--- src/rtl/fsm_trace_decoder_if.sv ---
// fsm_trace_decoder_if: valid/ready word stream carrying recovered input bits.
interface fsm_trace_decoder_if #(parameter int DATA_W = 8);
    logic [DATA_W-1:0] out_data;
    logic              out_valid;
    logic              out_ready;
    modport master (output out_data, output out_valid, input out_ready);
    modport slave  (input out_data, input out_valid, output out_ready);
endinterface

--- src/rtl/fsm_trace_decoder.sv ---
// fsm_trace_decoder: recovers the x input of the five-state FSM from its state trace,
// packs the bits MSB-first into words and flags/counts illegal transitions.
module fsm_trace_decoder #(
    parameter int DATA_W = 8,
    parameter int CNT_W  = 8
) (
    input  logic                clk,
    input  logic                reset,
    input  logic [2:0]          state_in,
    input  logic                state_vld,
    output logic                bit_out,
    output logic                bit_vld,
    output logic                err,
    output logic [CNT_W-1:0]    err_cnt,
    output logic                ovf,
    fsm_trace_decoder_if.master out_if
);
    localparam int CW = $clog2(DATA_W);

    logic [2:0]        prev_q, prev_d;
    logic              bit_out_q, bit_out_d;
    logic              bit_vld_q, bit_vld_d;
    logic              err_q, err_d;
    logic [CNT_W-1:0]  err_cnt_q, err_cnt_d;
    logic [DATA_W-2:0] asm_q, asm_d;
    logic [CW-1:0]     bit_cnt_q, bit_cnt_d;
    logic [DATA_W-1:0] out_data_q, out_data_d;
    logic              out_valid_q, out_valid_d;
    logic              ovf_q, ovf_d;
    logic              hit0, hit1, legal, last, xfer, done, load;
    logic [DATA_W-1:0] full_word;

    function automatic logic [2:0] succ(input logic [2:0] s, input logic x);
        return s == 3'd0 ? (x ? 3'd2 : 3'd1) :
               s == 3'd1 ? (x ? 3'd4 : 3'd3) :
               s == 3'd2 ? (x ? 3'd3 : 3'd0) :
               s == 3'd3 ? (x ? 3'd0 : 3'd4) :
                           (x ? 3'd2 : 3'd1);
    endfunction

    always_comb begin
        hit0        = state_in == succ(prev_q, 1'b0);
        hit1        = state_in == succ(prev_q, 1'b1);
        legal       = hit0 | hit1;
        full_word   = {asm_q, hit1};
        last        = bit_cnt_q == CW'(DATA_W - 1);
        xfer        = out_valid_q & out_if.out_ready;
        done        = state_vld & legal & last;
        // a completed word may load only into an empty or simultaneously draining holder
        load        = done & (~out_valid_q | xfer);
        prev_d      = state_vld ? (state_in <= 3'd4 ? state_in : 3'd0) : prev_q;
        bit_out_d   = state_vld & legal ? hit1 : bit_out_q;
        bit_vld_d   = state_vld & legal;
        err_d       = state_vld & ~legal;
        err_cnt_d   = err_d & ~&err_cnt_q ? err_cnt_q + 1'b1 : err_cnt_q;
        asm_d       = !state_vld ? asm_q : legal ? full_word[DATA_W-2:0] : '0;
        bit_cnt_d   = !state_vld ? bit_cnt_q : legal & ~last ? bit_cnt_q + 1'b1 : '0;
        out_data_d  = load ? full_word : out_data_q;
        out_valid_d = load | (out_valid_q & ~xfer);
        ovf_d       = ovf_q | (done & ~load);
    end

    always_ff @(posedge clk or posedge reset) begin
        if (reset) begin
            prev_q      <= 3'd0;
            bit_out_q   <= 1'b0;
            bit_vld_q   <= 1'b0;
            err_q       <= 1'b0;
            err_cnt_q   <= '0;
            asm_q       <= '0;
            bit_cnt_q   <= '0;
            out_data_q  <= '0;
            out_valid_q <= 1'b0;
            ovf_q       <= 1'b0;
        end else begin
            prev_q      <= prev_d;
            bit_out_q   <= bit_out_d;
            bit_vld_q   <= bit_vld_d;
            err_q       <= err_d;
            err_cnt_q   <= err_cnt_d;
            asm_q       <= asm_d;
            bit_cnt_q   <= bit_cnt_d;
            out_data_q  <= out_data_d;
            out_valid_q <= out_valid_d;
            ovf_q       <= ovf_d;
        end
    end

    assign bit_out          = bit_out_q;
    assign bit_vld          = bit_vld_q;
    assign err              = err_q;
    assign err_cnt          = err_cnt_q;
    assign ovf              = ovf_q;
    assign out_if.out_data  = out_data_q;
    assign out_if.out_valid = out_valid_q;
endmodule
--- src/flat_wrapper.sv ---
// flat-port wrapper written by rule: the top's interface ports become plain ports
module fsm_trace_decoder_flat 
#(
    parameter int DATA_W = 8,
    parameter int CNT_W  = 8
)
  (clk, reset, state_in, state_vld, bit_out, bit_vld, err, err_cnt, ovf, out_if_out_data, out_if_out_valid, out_if_out_ready);
  fsm_trace_decoder_if #(.DATA_W(DATA_W)) out_if_i ();
  input  logic clk;
  input  logic reset;
  input  logic [2:0] state_in;
  input  logic state_vld;
  output logic bit_out;
  output logic bit_vld;
  output logic err;
  output logic [CNT_W-1:0] err_cnt;
  output logic ovf;
  output wire logic [$bits(out_if_i.out_data)-1:0] out_if_out_data;
  output wire logic [$bits(out_if_i.out_valid)-1:0] out_if_out_valid;
  input wire logic [$bits(out_if_i.out_ready)-1:0] out_if_out_ready;
  assign out_if_out_data = out_if_i.out_data;
  assign out_if_out_valid = out_if_i.out_valid;
  assign out_if_i.out_ready = out_if_out_ready;
  fsm_trace_decoder #(.DATA_W(DATA_W), .CNT_W(CNT_W)) u_core (.clk(clk), .reset(reset), .state_in(state_in), .state_vld(state_vld), .bit_out(bit_out), .bit_vld(bit_vld), .err(err), .err_cnt(err_cnt), .ovf(ovf), .out_if(out_if_i));
endmodule
--- config.mk ---
export PLATFORM = sky130hd
export DESIGN_NAME = fsm_trace_decoder_flat
export DESIGN_NICKNAME = d
export VERILOG_FILES = /design/src/rtl/fsm_trace_decoder_if.sv /design/src/rtl/fsm_trace_decoder.sv /design/src/flat_wrapper.sv
export SDC_FILE = /design/constraint.sdc
export NUM_CORES = 1
export LEC_CHECK = 0
export ABC_AREA = 1
export BUFFER_PORTS_ARGS = -buffer_cell sky130_fd_sc_hd__buf_2
export CAP_MARGIN = 15
export CORE_AREA = 4 4 56 79
export DETAILED_ROUTE_END_ITERATION = 10
export DIE_AREA = 0 0 60 83
export PLACE_DENSITY_LB_ADDON = 0.25
export SLEW_MARGIN = 40
export SYNTH_ARGS = -nofsm -noshare
export SYNTH_HDL_FRONTEND = slang
export SYNTH_SLANG_ARGS = --single-unit
--- constraint.sdc ---
create_clock -name clk -period 4.4 [get_ports clk]
set_input_delay 0.88 -clock clk [delete_from_list [all_inputs] [get_ports clk]]
set_output_delay 0.88 -clock clk [all_outputs]
set_load 0.01 [all_outputs]
-- Word level (Yosys, flattened, before mapping)
Cells that the tools add are included.
- word-level logic and storage cells: 51
- bits in writable memories: 0
- ROM bits: 0
- memories: 0
- output and inout port bits: 21
- bits in latches: 0
- input bits: 7
- flip-flop bits (word level): 34
- reduce and logical (&&, ||, !) cells: 3
- multiplexer cells: 11
- eq/ne operators: 6
- bitwise gates (word level): 18
- add/subtract/negate cells: 2
- shift-type cells: 0
- divide/modulo/power cells: 0
- multiply operators: 0
- $lt $le $gt $ge: 1
- operators by type and width (operator ; count):
    two-way mux 3 bit ; 9
    bitwise AND 1 bit ; 9
    adder 8 x 1 -> 8 bit (second input constant) ; 1
    AND reduction 8 bit ; 1
    two-way mux 7 bit ; 1
    equality test 3 x 2 -> 1 bit (second input constant) ; 2
    equality test 3 bit ; 2
    NOT 1 bit ; 5
    OR 1 bit ; 4
    adder 3 x 1 -> 3 bit (second input constant) ; 1
    equality test 3 x 1 -> 1 bit (second input constant) ; 1
    equality test 3 bit (second input constant) ; 1
    less-or-equal comparator 3 bit (second input constant) ; 1
    zero test 3 bit ; 1
    two-way mux 2 bit ; 1
    zero test 1 bit ; 1

-- Longest topological paths before layout
- depth after elaboration: 13
- depth in mapped cells: 12
- mapped depth without buffers: 11

-- Worst setup path before layout
OpenSTA, ideal clock, no wires.
- path type: in2reg
- from: input state_in[0]
- to: register u_core.err_cnt_q[2], in the netlist u_core.err_cnt[2]
- setup slack: 2592 ps
- arrival time: 1687 ps
- data required time: 4278 ps
- stages on the path: 9
- cell sequence: inv_1 > xor2_1 > nand3_2 > nand2_4 > nor2_8 > nand2_2 > buf_6 > nand2_1 > o21ai_2
- cells in the longest elaborated chain, start to end: 5
- ends and longest elaborated chain (what ; line ; RTL):
    start: declaration ; flat_wrapper.sv:11 ; input logic [2:0] state_in;
    equality test 3 bit, on equally long branches ; fsm_trace_decoder.sv:42, fsm_trace_decoder.sv:43 ;
    OR 1 bit (*) ; fsm_trace_decoder.sv:44 ; legal = hit0 | hit1;
    NOT 1 bit (*) ; fsm_trace_decoder.sv:54 ; err_d = state_vld & ~legal;
    bitwise AND 1 bit (*) ; fsm_trace_decoder.sv:54 ;
    net u_core.err_d ; fsm_trace_decoder.sv:23 ; logic err_q, err_d;
    bitwise AND 1 bit (*) ; fsm_trace_decoder.sv:55 ; err_cnt_d = err_d & ~&err_cnt_q ? err_cnt_q + 1'b1 : err_cnt_q;
    end signal: assignment ; fsm_trace_decoder.sv:80 ; err_cnt_q <= err_cnt_d;
    end: declaration ; fsm_trace_decoder.sv:24 ; logic [CNT_W-1:0] err_cnt_q, err_cnt_d;
Mark *: on every way through the listed nets, which the timed path passes. The rest lies on a longest branch.
A chain may end at the register's enable or synchronous reset.

-- Final worst setup path
- from: input state_in[1]
- to: register u_core.out_data_q[2], in the netlist u_core.out_if.out_data[2]
- cells in the longest elaborated chain, start to end: 5
- ends and longest elaborated chain (what ; line ; RTL):
    equality test 3 bit, on equally long branches ; fsm_trace_decoder.sv:42, fsm_trace_decoder.sv:43 ;
    OR 1 bit (*) ; fsm_trace_decoder.sv:44 ;
    bitwise AND 1 bit (*) (2 in a row) ; fsm_trace_decoder.sv:48 ; done = state_vld & legal & last;
    bitwise AND 1 bit (*) ; fsm_trace_decoder.sv:50 ; load = done & (~out_valid_q | xfer);
    end signal: assignment ; fsm_trace_decoder.sv:83 ; out_data_q <= out_data_d;
    end: declaration ; fsm_trace_decoder.sv:27 ; logic [DATA_W-1:0] out_data_q, out_data_d;
Mark *: on every way between the ends. The rest lies on a longest branch, timed or not.

==> impl_metrics.ini <==
[outcome]
run_status = finished, final reports clean

[setup_path]
cp.required_ps = 4570
crit_path_start_kind = primary input
critPathMaxStageDelay_ps = 220
cpMaxStageDelayCell = sky130_fd_sc_hd__nand4_2
critical_path.max_fanout = 8
worst-endpoint-arrival_ps = 1940
crit_path_cell_trace = buf_2, inv_1, nand2_1, nand2_1, nor2_1, nand3_2, nand2_4, nand4_2, nand2_1, nand2_1
end_kind = flip-flop
worstPathBufferInverterCount = 2
critical_path_class = in2reg
crit_top_cell = sky130_fd_sc_hd__nand2_1
path_delay_family = simple AND/OR/NAND/NOR gates

[clock_network]
tritoncts_num_sinks = 34
worst_setup_hold_path_clk_slew_ps = 60
cts_setup_buffers = 0
ctsResizeCount = 0
cts-buffers-inserted = 5
cts_htree_levels = 2
cts-root-to-sink-buffers = 2
clk_root_buffer_cell = sky130_fd_sc_hd__clkbuf_8
worstSkewPairLatency_ps = 280
cts_tree = yes
hold_buffers = 0

[floorplan]
start_util = 0.430
floorplan.io_pins = 28
fp.dieArea_um2 = 4980
die_w_um = 60
placement_rows = 27
die_y_um = 83
coreArea_um2 = 3780

[pwr]
power_per_cell_area_nw_per_um2 = 420
vdd.ir_drop.worst_mv = 0.376
totalPowerFinal_mw = 0.805
cellLeakagePower_nw = 1.02

[sta]
tightest_pin_transition_ps = 419
final_hold_viol_count = 0
setup-violations-final = 0
clock.fmax_mhz = 564
whs_ps = 473
final_max_slew_viol_count = 0
timing.final.crit_period_ps = 1770
setup_total_negative_slack_ps = 0
period_share = 0.403
max_slew_margin = 0.721
rsz_0062_raised_after_global_routing = no
finalClockSkew_ps = 7.28

[global_route]
grt_max_degree = 35
grt_pass1_wl_um = 5350
first_global_vias = 1239
globalRoute.totalOverflow = 0
grt_antenna_before_repair = 0
grt_usage = 0.139

[detailed_routing]
routed_wirelength_um = 3040
dr_iter_0_viols = 61
viasPerCell = 4.82
wl_per_cell_um = 11.8
detail_route.first_pass.iterations = 4
routed-via-count = 1240
ant_nets = 0
drt_drc_violations_left = 0

[logic_synthesis]
postSynthRegisterBits = 34
yosysSeqAreaShare = 0.523
synth_most_common_cell = sky130_fd_sc_hd__nand2_1
synth.top_cell.area_share = 0.523
postSynthNetCount = 192
netlist_instances = 182
yosys_warnings = 0
synth_top_flop_cell = sky130_fd_sc_hd__dfrtp_1
synth_area_leaders = sky130_fd_sc_hd__dfrtp_1, sky130_fd_sc_hd__nand2_1, sky130_fd_sc_hd__inv_1
synth_enable_flop_cells = 0
synth.cells.most_frequent = sky130_fd_sc_hd__nand2_1, sky130_fd_sc_hd__dfrtp_1, sky130_fd_sc_hd__inv_1
syn_avg_cell_area_um2 = 8.94
mappedNetlistArea_um2 = 1630
async_reset_ff_frac = 1.00
yosys.cell_types.count = 28
synthDominantAreaCellType = sky130_fd_sc_hd__dfrtp_1

[place]
port_buffers = 27
hpwl_um = 2230
placed_cells_incl_taps = 250
gp_routability_congestion = 0.813

[flow_run]
max_cap_violations = 0

[cells_and_area]
antenna_cells = 0
finalNonFillerCells = 257
final_core_utilization = 0.506
layout-area-overhead-vs-synth_pct = 17.8
drive_gt1_frac = 0.238
nNetsFinal = 224

[hold_path]
worstHoldPathType = reg2reg
registers in the layout, summed over array words and instances, names as in the netlist:
register                 cells
u_core.err_cnt               8
u_core.out_if.out_data       8
u_core.asm_q                 7
u_core.bit_cnt_q             3
u_core.prev_q                3
u_core.bit_out               1
u_core.bit_vld               1
u_core.err                   1
u_core.out_if.out_valid      1
u_core.ovf                   1
layout by cell type (no fill, tap or decap), drive strengths merged:
master  netlist  routed
nand2        63      63
dfrtp        34      34
buf           2      28
inv          24      24
nand3        17      17
o21ai        11      11
nor2          7       7
clkbuf        1       6
xor2          5       5
o22ai         5       5
nand4         4       4
ha            3       3
xnor2         2       2
nor3          1       1
nand3b        1       1
o21bai        1       1
nor4          1       1
bufinv        0       1
report_power, final:
part	total, mW	switching, mW	leakage, nW	internal [mW]
logic	0.142	0.0837	0.502	0.0588
registers	0.375	0.0324	0.461	0.343
clock network	0.287	0.106	0.0573	0.181
total	0.805	0.222	1.02	0.583
per-stage QoR:
step | setup WS [ps] | area (um2)
after global routing | 2500 | 1920
after detailed placement | 2320 | 1800
after floorplan | 2590 | 1630
after CTS | 2610 | 1920
final | 2630 | 1920
after global placement | 2330 | 1800
metal layers:
metal,wire length [um],GRT usage
met4,46,0.0484
met3,166,0.0482
met5,0,0
met2,1440,0.217
met1,1380,0.174
layout make-up:
type                    instances  area [um2]
fillers                       366        1870
multi-input cells             121         666
clock buffers                   6        82.6
inverters                      24        90.1
flip-flops and latches         34         851
well taps                      43        53.8
repair buffers                 28         143
clock inverters                 1        30.0
worst reg2reg max path, stage by stage (launching register included):
cell and delay (ps):
sky130_fd_sc_hd__dfrtp_1 410, sky130_fd_sc_hd__ha_1 200, sky130_fd_sc_hd__nand3_1 120, sky130_fd_sc_hd__nor3_1 300
sky130_fd_sc_hd__nand3_2 200, sky130_fd_sc_hd__nand2_2 250, sky130_fd_sc_hd__nand2_1 100, sky130_fd_sc_hd__o21ai_2 60
path summary, 6_finish.rpt:
path | startpoint | to | cells after the start | slack (ps)
max in group asynchronous | reset | u_core.prev_q[1]$_DFFE_PP0P_ | 3 | 3420
max | state_in[1] | u_core.out_if.out_data[2]$_DFFE_PP0P_ | 10 | 2630
max reg2reg | u_core.err_cnt[0]$_DFFE_PP0P_ | u_core.err_cnt[6]$_DFFE_PP0P_ | 7 | 2680
min reg2reg | u_core.asm_q[1]$_DFFE_PP0P_ | u_core.out_if.out_data[2]$_DFFE_PP0P_ | 2 | 470
min | u_core.asm_q[1]$_DFFE_PP0P_ | u_core.out_if.out_data[2]$_DFFE_PP0P_ | 2 | 470
min in group asynchronous | reset | u_core.out_if.out_data[4]$_DFFE_PP0P_ | 3 | 680
cells by family after synthesis:
group / count (synthesis) / share of synthesized area
and+or+nand+nor: 94 / 0.284
DFF: 34 / 0.523
buffers and inverters: 27 / 0.0677
AOI/OAI and AO/OA: 17 / 0.0646
xor gates and xnor gates: 7 / 0.0377
adders and majority gates: 3 / 0.0231
(Power assumes the default switching activity.)
